### config.mk
export PLATFORM = sky130hd
export DESIGN_NAME = fifo_rr_scheduler_flat
export DESIGN_NICKNAME = d
export VERILOG_FILES = /design/src/rtl/fifo_rr_scheduler_if.sv /design/src/rtl/fifo_rr_scheduler.sv /design/src/flat_wrapper.sv
export SDC_FILE = /design/constraint.sdc
export NUM_CORES = 1
export LEC_CHECK = 0
export ABC_AREA = 0
export CORE_MARGIN = 5
export CORE_UTILIZATION = 44
export CTS_BUF_LIST = sky130_fd_sc_hd__clkbuf_2 sky130_fd_sc_hd__clkbuf_4 sky130_fd_sc_hd__clkbuf_8
export DETAILED_ROUTE_END_ITERATION = 12
export PLACE_DENSITY = 0.88
export SYNTH_ARGS = -nofsm -noshare
export SYNTH_HDL_FRONTEND = slang
export SYNTH_SLANG_ARGS = --single-unit
### constraint.sdc
create_clock -name clk -period 2.9 [get_ports clk]
set_input_delay 0.58 -clock clk [delete_from_list [all_inputs] [get_ports clk]]
set_output_delay 0.58 -clock clk [all_outputs]
set_load 0.02 [all_outputs]
### src/rtl/fifo_rr_scheduler_if.sv
// fifo_rr_scheduler_if: upstream FIFO pop, downstream write and watermark signals of the round-robin scheduler
interface fifo_rr_scheduler_if #(
  parameter int DATA_BITS = 10,
  parameter int ADDR_BITS = 3
);
  logic [3:0]             fifo_empty;
  logic [4*DATA_BITS-1:0] fifo_data;
  logic [ADDR_BITS:0]     down_count;
  logic [ADDR_BITS-1:0]   high_limit;
  logic [ADDR_BITS-1:0]   low_limit;
  logic [3:0]             fifo_read;
  logic [DATA_BITS-1:0]   data_out;
  logic                   fifo_write;
  logic [1:0]             grant;
  logic                   paused;
  logic                   cfg_error;
  modport master (
    output fifo_empty, fifo_data, down_count, high_limit, low_limit,
    input  fifo_read, data_out, fifo_write, grant, paused, cfg_error
  );
  modport slave (
    input  fifo_empty, fifo_data, down_count, high_limit, low_limit,
    output fifo_read, data_out, fifo_write, grant, paused, cfg_error
  );
endinterface

### src/rtl/fifo_rr_scheduler.sv
// fifo_rr_scheduler: pops four upstream FIFOs round-robin into one downstream FIFO with watermark hysteresis
module fifo_rr_scheduler #(
  parameter int DATA_BITS = 10,
  parameter int ADDR_BITS = 3
) (
  input logic clk,
  input logic reset,
  fifo_rr_scheduler_if.slave bus
);
  typedef enum logic [1:0] {IDLE, GRANT, PAUSE} state_t;
  state_t     state;
  logic [1:0] last;
  logic [1:0] win;
  logic [1:0] cap_idx;
  logic       cap_valid;
  logic [3:0] elig;
  logic       cfg_bad;
  logic       over_high;
  logic       under_low;
  logic       to_pause;
  logic       to_grant;
  assign cfg_bad   = {1'b0, bus.low_limit} >= {1'b0, bus.high_limit};
  assign over_high = bus.down_count >= {1'b0, bus.high_limit};
  assign under_low = bus.down_count <= {1'b0, bus.low_limit};
  // a FIFO popped this cycle still shows its pre-pop empty flag, so skip it
  assign elig      = ~bus.fifo_empty & ~bus.fifo_read;
  assign to_pause  = !cfg_bad && (state == PAUSE ? !under_low : over_high);
  assign to_grant  = !cfg_bad && !to_pause && |elig;
  always_comb begin
    win = last;
    for (int k = 4; k >= 1; k--)
      if (elig[2'(32'(last) + k)]) win = 2'(32'(last) + k);
  end
  always_ff @(posedge clk or posedge reset) begin
    if (reset) begin
      state         <= IDLE;
      last          <= 2'd3;
      bus.fifo_read <= '0;
      bus.grant     <= '0;
      bus.paused    <= 1'b0;
      bus.cfg_error <= 1'b0;
      cap_valid     <= 1'b0;
      cap_idx       <= '0;
      bus.fifo_write <= 1'b0;
      bus.data_out  <= '0;
    end else begin
      state         <= to_pause ? PAUSE : to_grant ? GRANT : IDLE;
      bus.fifo_read <= to_grant ? 4'b0001 << win : 4'b0000;
      if (to_grant) begin
        last      <= win;
        bus.grant <= win;
      end
      bus.paused     <= to_pause;
      bus.cfg_error  <= cfg_bad;
      cap_valid      <= |bus.fifo_read;
      cap_idx        <= bus.grant;
      bus.fifo_write <= cap_valid;
      if (cap_valid) bus.data_out <= bus.fifo_data[32'(cap_idx)*DATA_BITS +: DATA_BITS];
    end
  end
  a_onehot_read: assert property (@(posedge clk) disable iff (reset) $onehot0(bus.fifo_read));
  a_no_pop_paused: assert property (@(posedge clk) disable iff (reset) !(bus.paused && |bus.fifo_read));
  a_grant_idx: assert property (@(posedge clk) disable iff (reset) |bus.fifo_read |-> bus.fifo_read[bus.grant]);
endmodule

### src/flat_wrapper.sv
// flat-port wrapper written by rule: the top's interface ports become plain ports
module fifo_rr_scheduler_flat 
#(
  parameter int DATA_BITS = 10,
  parameter int ADDR_BITS = 3
)
  (clk, reset, bus_fifo_empty, bus_fifo_data, bus_down_count, bus_high_limit, bus_low_limit, bus_fifo_read, bus_data_out, bus_fifo_write, bus_grant, bus_paused, bus_cfg_error);
  fifo_rr_scheduler_if #(.DATA_BITS(DATA_BITS), .ADDR_BITS(ADDR_BITS)) bus_i ();
  input logic clk;
  input logic reset;
  input wire logic [$bits(bus_i.fifo_empty)-1:0] bus_fifo_empty;
  input wire logic [$bits(bus_i.fifo_data)-1:0] bus_fifo_data;
  input wire logic [$bits(bus_i.down_count)-1:0] bus_down_count;
  input wire logic [$bits(bus_i.high_limit)-1:0] bus_high_limit;
  input wire logic [$bits(bus_i.low_limit)-1:0] bus_low_limit;
  output wire logic [$bits(bus_i.fifo_read)-1:0] bus_fifo_read;
  output wire logic [$bits(bus_i.data_out)-1:0] bus_data_out;
  output wire logic [$bits(bus_i.fifo_write)-1:0] bus_fifo_write;
  output wire logic [$bits(bus_i.grant)-1:0] bus_grant;
  output wire logic [$bits(bus_i.paused)-1:0] bus_paused;
  output wire logic [$bits(bus_i.cfg_error)-1:0] bus_cfg_error;
  assign bus_i.fifo_empty = bus_fifo_empty;
  assign bus_i.fifo_data = bus_fifo_data;
  assign bus_i.down_count = bus_down_count;
  assign bus_i.high_limit = bus_high_limit;
  assign bus_i.low_limit = bus_low_limit;
  assign bus_fifo_read = bus_i.fifo_read;
  assign bus_data_out = bus_i.data_out;
  assign bus_fifo_write = bus_i.fifo_write;
  assign bus_grant = bus_i.grant;
  assign bus_paused = bus_i.paused;
  assign bus_cfg_error = bus_i.cfg_error;
  fifo_rr_scheduler #(.DATA_BITS(DATA_BITS), .ADDR_BITS(ADDR_BITS)) u_core (.clk(clk), .reset(reset), .bus(bus_i));
endmodule
==> results.ini, run 1 <==
[status]
status = finished, final reports clean

[synthesis]
synth_top_cell_by_area = dfrtp_1
synthAdderAreaFrac_pct = 7.90
synth_top_area_share_pct = 40.4
syn_nets = 176
synthMuxAreaShare_pct = 26.9
synthSimpleGateAreaFrac_pct = 12.3
syn_inst = 111
synthXorXnorAreaFrac_pct = 0
synthTopCellsByArea = dfrtp_1 (40%), mux4_2 (16%), mux2_2 (11%)
yosysSeqAreaShare_pct = 44.1
synth_top_family_by_area = multiplexers
synth-seq-cells = 25
syn_area_per_cell_um2 = 12.8
netlist-cell-type-count = 29
synth-compound-area-share_pct = 5.88
netlist_area_mm2 = 0.00143
yosys_warnings = 0

[hold_path]
min_delay_worst_endpoint = u_core.cap_idx[1]
worstHoldStart = u_core.bus.grant[1]
min_path_cells = 0
hp-class = flip-flop to flip-flop

[power]
cellLeakagePower_nw = 0.951
internal_power_mw = 1.08
pwr-share-seq_pct = 39.2
power_density_mw_per_mm2 = 756
peakVddDrop_mv = 0.535
p_comb_share_pct = 51.3
pwr-share-clk_pct = 9.6
switching_share_pct = 36.3
power_switching_uw = 615

[setup_path]
r2r_start = u_core.cap_idx[0]
path_delay_family = compound AO/OA/AOI/OAI gates
r2r-end = u_core.bus.data_out[2]
r2r_slack_ns = 1.15
path_buf_inv = 2
critPathRequiredTime_ns = 3.14
critPathCaptureType = flip-flop
critical_path.max_stage_delay_ns = 0.46
worstSetupPathType = primary input to flip-flop
critPathLaunchType = primary input
arrival_ns = 2.78
worst-path-max-fanout = 6
critPathLaunch = bus_down_count[0]
cp_slowest_cell = clkdlybuf4s50_1
cp_cell_sequence = clkdlybuf4s50_1, inv_1, ha_1, nand2b_1, a2111oi_2, o32a_2, nor3b_4, mux2_2
worst_r2r_path_depth = 2

[cts]
htreeDepth = 1
clock_latency_ns = 0.33
cts_tree = built
cts_resized = 0
cts_inserted_buffers = 3
cts_hold_buf = 0
cts.path.max_buffers = 2
clk_pin_slew_worst_paths_ns = 0.14
cts_root_buffer = clkbuf_4
cts.sinks = 25
cts_setup_buffers = 0

[floorplan]
coreArea_mm2 = 0.00308
ios = 75
start_util_pct = 46.3
core.rowCount = 20
die_area_mm2 = 0.00448
die_h_um = 66.9
die_x_um = 66.9

[sta]
fin_crit_sh_pct = 87.6
hold_viol = 0
worst_slew_pin_slew_ns = 0.963
fin_setup_tns_ns = 0
finalSetupViolations = 0
period_needed_ns = 2.54
hold_slack_ns = 0.437
fin_worst_skew_ns = 0.0102
maxSlewViolCount = 0
relSlewSlack_pct = 35.7
fmax_ghz = 0.393
rsz0062_at_grt = false

[finish]
final_common_cell = clkdlybuf4s50_1
num-fill-cells = 229
antenna_cells = 0
final_net_count = 253
layout_common_cells = clkdlybuf4s50_1 (74), dfrtp_1 (23), mux2_2 (14)
final_layout_size_suffix_gt1_share_pct = 21.9
fin_cells = 231
synthToLayoutAreaGrowth_pct = 57.4

[drt]
drt_iter0_markers = 54
vias = 1206
drc = 0
wire_per_inst_um = 18.1
routed_wl_um = 4190
vias_per_cell = 5.22
firstDrtPassIters = 6
antenna_left = 0

[grt]
grt_start_max_net_pins = 26
grt_pass1_wl_um = 6480
antenna_found_initial = 0
grt_usage_pct = 19.7
first_global_vias = 1341
grt.overflow.total = 0

[placed_design]
port_buffers = 74
gp_congestion = 0.784
dp_cells = 227
hpwl_um = 3510

[run]
maxCapViolCount = 0

-- worst max-delay path by stage --
stage / to / slack (ns) / depth (start not counted)
after floorplan: u_core.bus.grant[0] / 0.60 / 7
after global placement: u_core.bus.grant[1] / 0.08 / 8
after detailed placement: u_core.bus.grant[0] / -0.02 / 8
after CTS: u_core.bus.grant[0] / 0.36 / 8
after global routing: u_core.bus.grant[0] / 0.26 / 8
final: u_core.bus.grant[0] / 0.36 / 8
-- sequential cells by signal, summed over array words and instances, names as in the netlist --
signal / cells
u_core.state: 1
u_core.bus.data_out: 10
u_core.bus.cfg_error: 1
u_core.bus.grant: 2
u_core.bus.paused: 1
u_core.bus.fifo_read: 4
u_core.cap_idx: 2
u_core.last: 2
u_core.bus.fifo_write: 1
u_core.cap_valid: 1
-- cell usage after synthesis (all sizes together) --
cell     number
dfrtp        23
mux2         14
nor2         12
mux4         10
ha            9
inv           8
and3          5
nor3          4
a21oi         3
buf           2
dfstp         2
nand2b        2
nand3         2
o21ai         2
a2111oi       1
a21o          1
and2b         1
clkbuf        1
nand2         1
nor3b         1
nor4          1
o21ba         1
o21bai        1
o31ai         1
o32a          1
or2           1
or4           1
-- cell type report --
type / instances / area [um2] / area share [%]
Multi-Input combinational cell: 75 / 754 / 33.6
Timing Repair Buffer: 75 / 748 / 33.4
Clock inverter: 1 / 5.00 / 0.223
Clock buffer: 3 / 22.5 / 1.00
Tap cell: 44 / 55.1 / 2.45
Sequential cell: 25 / 628 / 28.0
Inverter: 8 / 30.0 / 1.34
-- stage by stage --
stage / setup WS, ns / total power [mW] / cell area (um2) / utilization (%)
after global routing: 0.262 / 1.80 / 2240 / 72.9
after floorplan: 0.598 / 1.15 / 1430 / -
after detailed placement: -0.0178 / 1.54 / 2220 / 72.0
after global placement: 0.0805 / 1.50 / 2220 / 72.0
after CTS: 0.355 / 1.71 / 2240 / 72.9
final: 0.358 / 1.70 / 2240 / 72.9
-- kinds of logic after synthesis --
| group | Yosys count |
|---|---|
| buf+inv | 11 |
| compound gates | 11 |
| mux | 24 |
| fa+ha+maj | 9 |
| simple gates | 31 |
| flops | 25 |
-- per-layer routing --
metal | part of all wire (%) | track usage (%) | routed length (um)
met1 | 35 | 21.0 | 1480
met2 | 59 | 38.4 | 2460
met3 | 4.2 | 3.71 | 176
met4 | 1.6 | 6.08 | 68
met5 | 0 | 0 | 0
-- power groups by stage --
stage                     Sequential [mW]  Clock, mW  Combinational [mW]
after global routing                0.694      0.189               0.920
after CTS                           0.664      0.168               0.876
after floorplan                     0.704          0               0.451
final                               0.665      0.162               0.870
after global placement              0.661          0               0.843
after detailed placement            0.671          0               0.873
No activity file was read; power rests on OpenSTA's default activity.
==> run 2: changes to the inputs <==
- GPL_TIMING_DRIVEN: unset -> 0
- TNS_END_PERCENT: unset -> 5
==> run 2 against run 1 <==
  * Sequential power down 13%
  * Sequential share of layout area shrank 0.062 points
  * Setup slack got worse by 0.12 ns
  * Non-clock buffer count increased by 2
  * Global-route usage is 1.7 points lower
  * Via count down 3.3%
  * Power shrank 1.1%
  * Fmax fell by 4.4%
  * Utilization up 0.16 points
  * Clock power is 7% lower
  * Die area did not move
  * Critical path type unchanged
  * Largest power group unchanged
  * Highest routed layer unchanged
==> results.ini, run 2 (synthesis gave the netlist of run 1 again) <==
[grt]
grt.met3_usage_pct = 4.72  ; +1.0 points
grt_start_max_net_pins = 26  ; unchanged
use_met2_pct = 33.8  ; -4.6 points
grt_use_met1_pct = 20.5  ; -0.55 points
grt_usage_pct = 18.1  ; -1.7 points
first_global_vias = 1288  ; -4.0%
grt_pass1_wl_um = 5960  ; -8.0%
antenna_found_initial = 0  ; unchanged
grt.overflow.total = 0  ; unchanged
top_usage_layer = met2

[finish]
layout_common_cells = clkdlybuf4s50_1 (74), dfrtp_1 (23), mux2_2 (14)
largest_reg_flops = 10  ; unchanged
top_register = u_core.bus.data_out
multi_input_area_um2 = 754  ; unchanged
fin_cells = 233  ; +0.87%
postLayoutCoreUtil_pct = 73.0  ; +0.16 points
final_net_count = 255  ; +0.79%
final_cell_area_mm2 = 0.00225  ; +0.22%
final_layout_size_suffix_gt1_share_pct = 21.7  ; -0.23 points
num-fill-cells = 210  ; -8.3%
register_area_um2 = 628  ; unchanged
antenna_cells = 0  ; unchanged
reg_top3 = u_core.bus.data_out x10, u_core.bus.fifo_read x4
synthToLayoutAreaGrowth_pct = 57.8
final_common_cell = clkdlybuf4s50_1

[setup_path]
arrival_ns = 2.87  ; +0.09 ns
cp_cell_sequence = clkdlybuf4s50_1, inv_1, ha_1, nand2b_1, a2111oi_2, o32a_2, nor3b_4, mux2_2
worstSetupPathType = primary input to flip-flop
critical_path.max_stage_delay_ns = 0.46  ; about the same
critPathRequiredTime_ns = 3.11  ; -0.03 ns
critPathCaptureType = flip-flop
critPathLaunchType = primary input
cp_slowest_cell = clkdlybuf4s50_1
path_delay_family = compound AO/OA/AOI/OAI gates
path_buf_inv = 2  ; unchanged
worst-path-max-fanout = 9  ; +3

[sta]
fin_crit_sh_pct = 91.7  ; +4.0 points
worst_slew_pin_slew_ns = 0.909  ; -0.0542 ns
maxSlewViolCount = 0  ; unchanged
period_needed_ns = 2.66  ; +0.116 ns
finalSetupViolations = 0  ; unchanged
fmax_ghz = 0.376  ; -4.4%
hold_slack_ns = 0.395  ; -0.0417 ns
fin_worst_skew_ns = 0.00584  ; -0.00436 ns
layout_setup_ws_ns = 0.242  ; -0.116 ns
rsz0062_at_grt = false
hold_viol = 0  ; unchanged
fin_setup_tns_ns = 0  ; unchanged
relSlewSlack_pct = 39.3  ; +3.6 points

[cts]
cts_inserted_buffers = 3  ; unchanged
clock_latency_ns = 0.32  ; about the same
htreeDepth = 1  ; unchanged
cts_setup_buffers = 0  ; unchanged
clk_pin_slew_worst_paths_ns = 0.13  ; about the same
cts.sinks = 25  ; unchanged
cts_hold_buf = 0  ; unchanged
cts_tree = built
cts.path.max_buffers = 2  ; unchanged
cts_root_buffer = clkbuf_4
cts_resized = 0  ; unchanged

[drt]
firstDrtPassIters = 4  ; -2
vias_per_cell = 5.00  ; -4.1%
antenna_left = 0  ; unchanged
vias = 1166  ; -3.3%
drc = 0  ; unchanged
wire_per_inst_um = 16.2  ; -10%
drt_iter0_markers = 32  ; -41%
routed_wl_um = 3780  ; -9.7%

[floorplan]
start_util_pct = 46.3  ; unchanged
die_x_um = 66.9  ; unchanged
core.rowCount = 20  ; unchanged
die_area_mm2 = 0.00448  ; unchanged
ios = 75  ; unchanged
die_h_um = 66.9  ; unchanged
coreArea_mm2 = 0.00308  ; unchanged

[power]
cellLeakagePower_nw = 0.952  ; +0.13%
pwr-share-seq_pct = 34.4  ; -4.8 points
peakVddDrop_mv = 0.747  ; +40%
p_comb_share_pct = 56.6  ; +5.3 points
internal_power_mw = 1.09  ; +0.66%
power_switching_uw = 590  ; -4.1%
power_density_mw_per_mm2 = 747  ; -1.3%
total_power_mw = 1.68  ; -1.1%
pwr-share-clk_pct = 9.0  ; -0.6 points
switching_share_pct = 35.2  ; -1.1 points

[status]
status = finished, final reports clean

[placed_design]
pre_cts_ws_ns = -0.0732  ; -0.0554 ns
port_buffers = 74  ; unchanged
gp_congestion = 0.811  ; +3.4%
hpwl_um = 3260  ; -7.2%
postPlaceCellArea_mm2 = 0.00222  ; +0.23%
dp_cells = 229  ; +0.88%

[run]
maxCapViolCount = 0  ; unchanged

[hold_path]
hp-class = flip-flop to flip-flop

run 2: changes by cell type in the layout (fill, tap and decap cells not counted), sizes merged:
| cell | delta |
|---|---|
| buf | +1 |
| clkbuf | +1 |
run 2: final timing paths:
check | startpoint | to | slack, ns | cells after the start
worst max-delay path | bus_down_count[0] | u_core.bus.grant[1] | 0.24 | 8
worst min register to register | u_core.cap_valid | u_core.bus.fifo_write | 0.39 | 0
worst max register to register | u_core.state[0] | u_core.bus.grant[1] | 1.21 | 5
worst min-delay path | u_core.cap_valid | u_core.bus.fifo_write | 0.39 | 0
max in group asynchronous | reset | u_core.bus.fifo_read[1] | 1.59 | 2
min in group asynchronous | reset | u_core.bus.data_out[0] | 0.76 | 2
run 2: worst register-to-register path, cell delays in order (launching register included):
cell,delay [ns]
dfrtp_1,0.38
nand2b_1,0.15
a21oi_1,0.12
o32a_2,0.17
nor3b_4,0.38
mux2_2,0.39
run 2: cell type report:
| cell class | count | share of cell area (%) |
|---|---|---|
| Buffer | 3 | 0.556 |
| Clock buffer | 3 | 1.00 |
| Clock inverter | 1 | 0.223 |
| Inverter | 8 | 1.34 |
| Multi-Input combinational cell | 75 | 33.6 |
| Sequential cell | 25 | 27.9 |
| Tap cell | 44 | 2.45 |
| Timing Repair Buffer | 74 | 32.9 |
run 2: per-layer routing:
metal  share of wire, %  wire length, um
met5                  0                0
met4               0.61               23
met2                 59             2240
met1                 36             1350
met3                4.7              177
run 2: power by group through the flow:
stage          clock [mW]  combinational, mW  sequential [mW]
3_3_place_gp            0              0.931            0.578
3_5_place_dp            0              0.961            0.586
6_report            0.151              0.950            0.578
5_1_grt             0.176               1.02            0.600
4_1_cts             0.157              0.964            0.577
2_1_floorplan           0              0.451            0.704
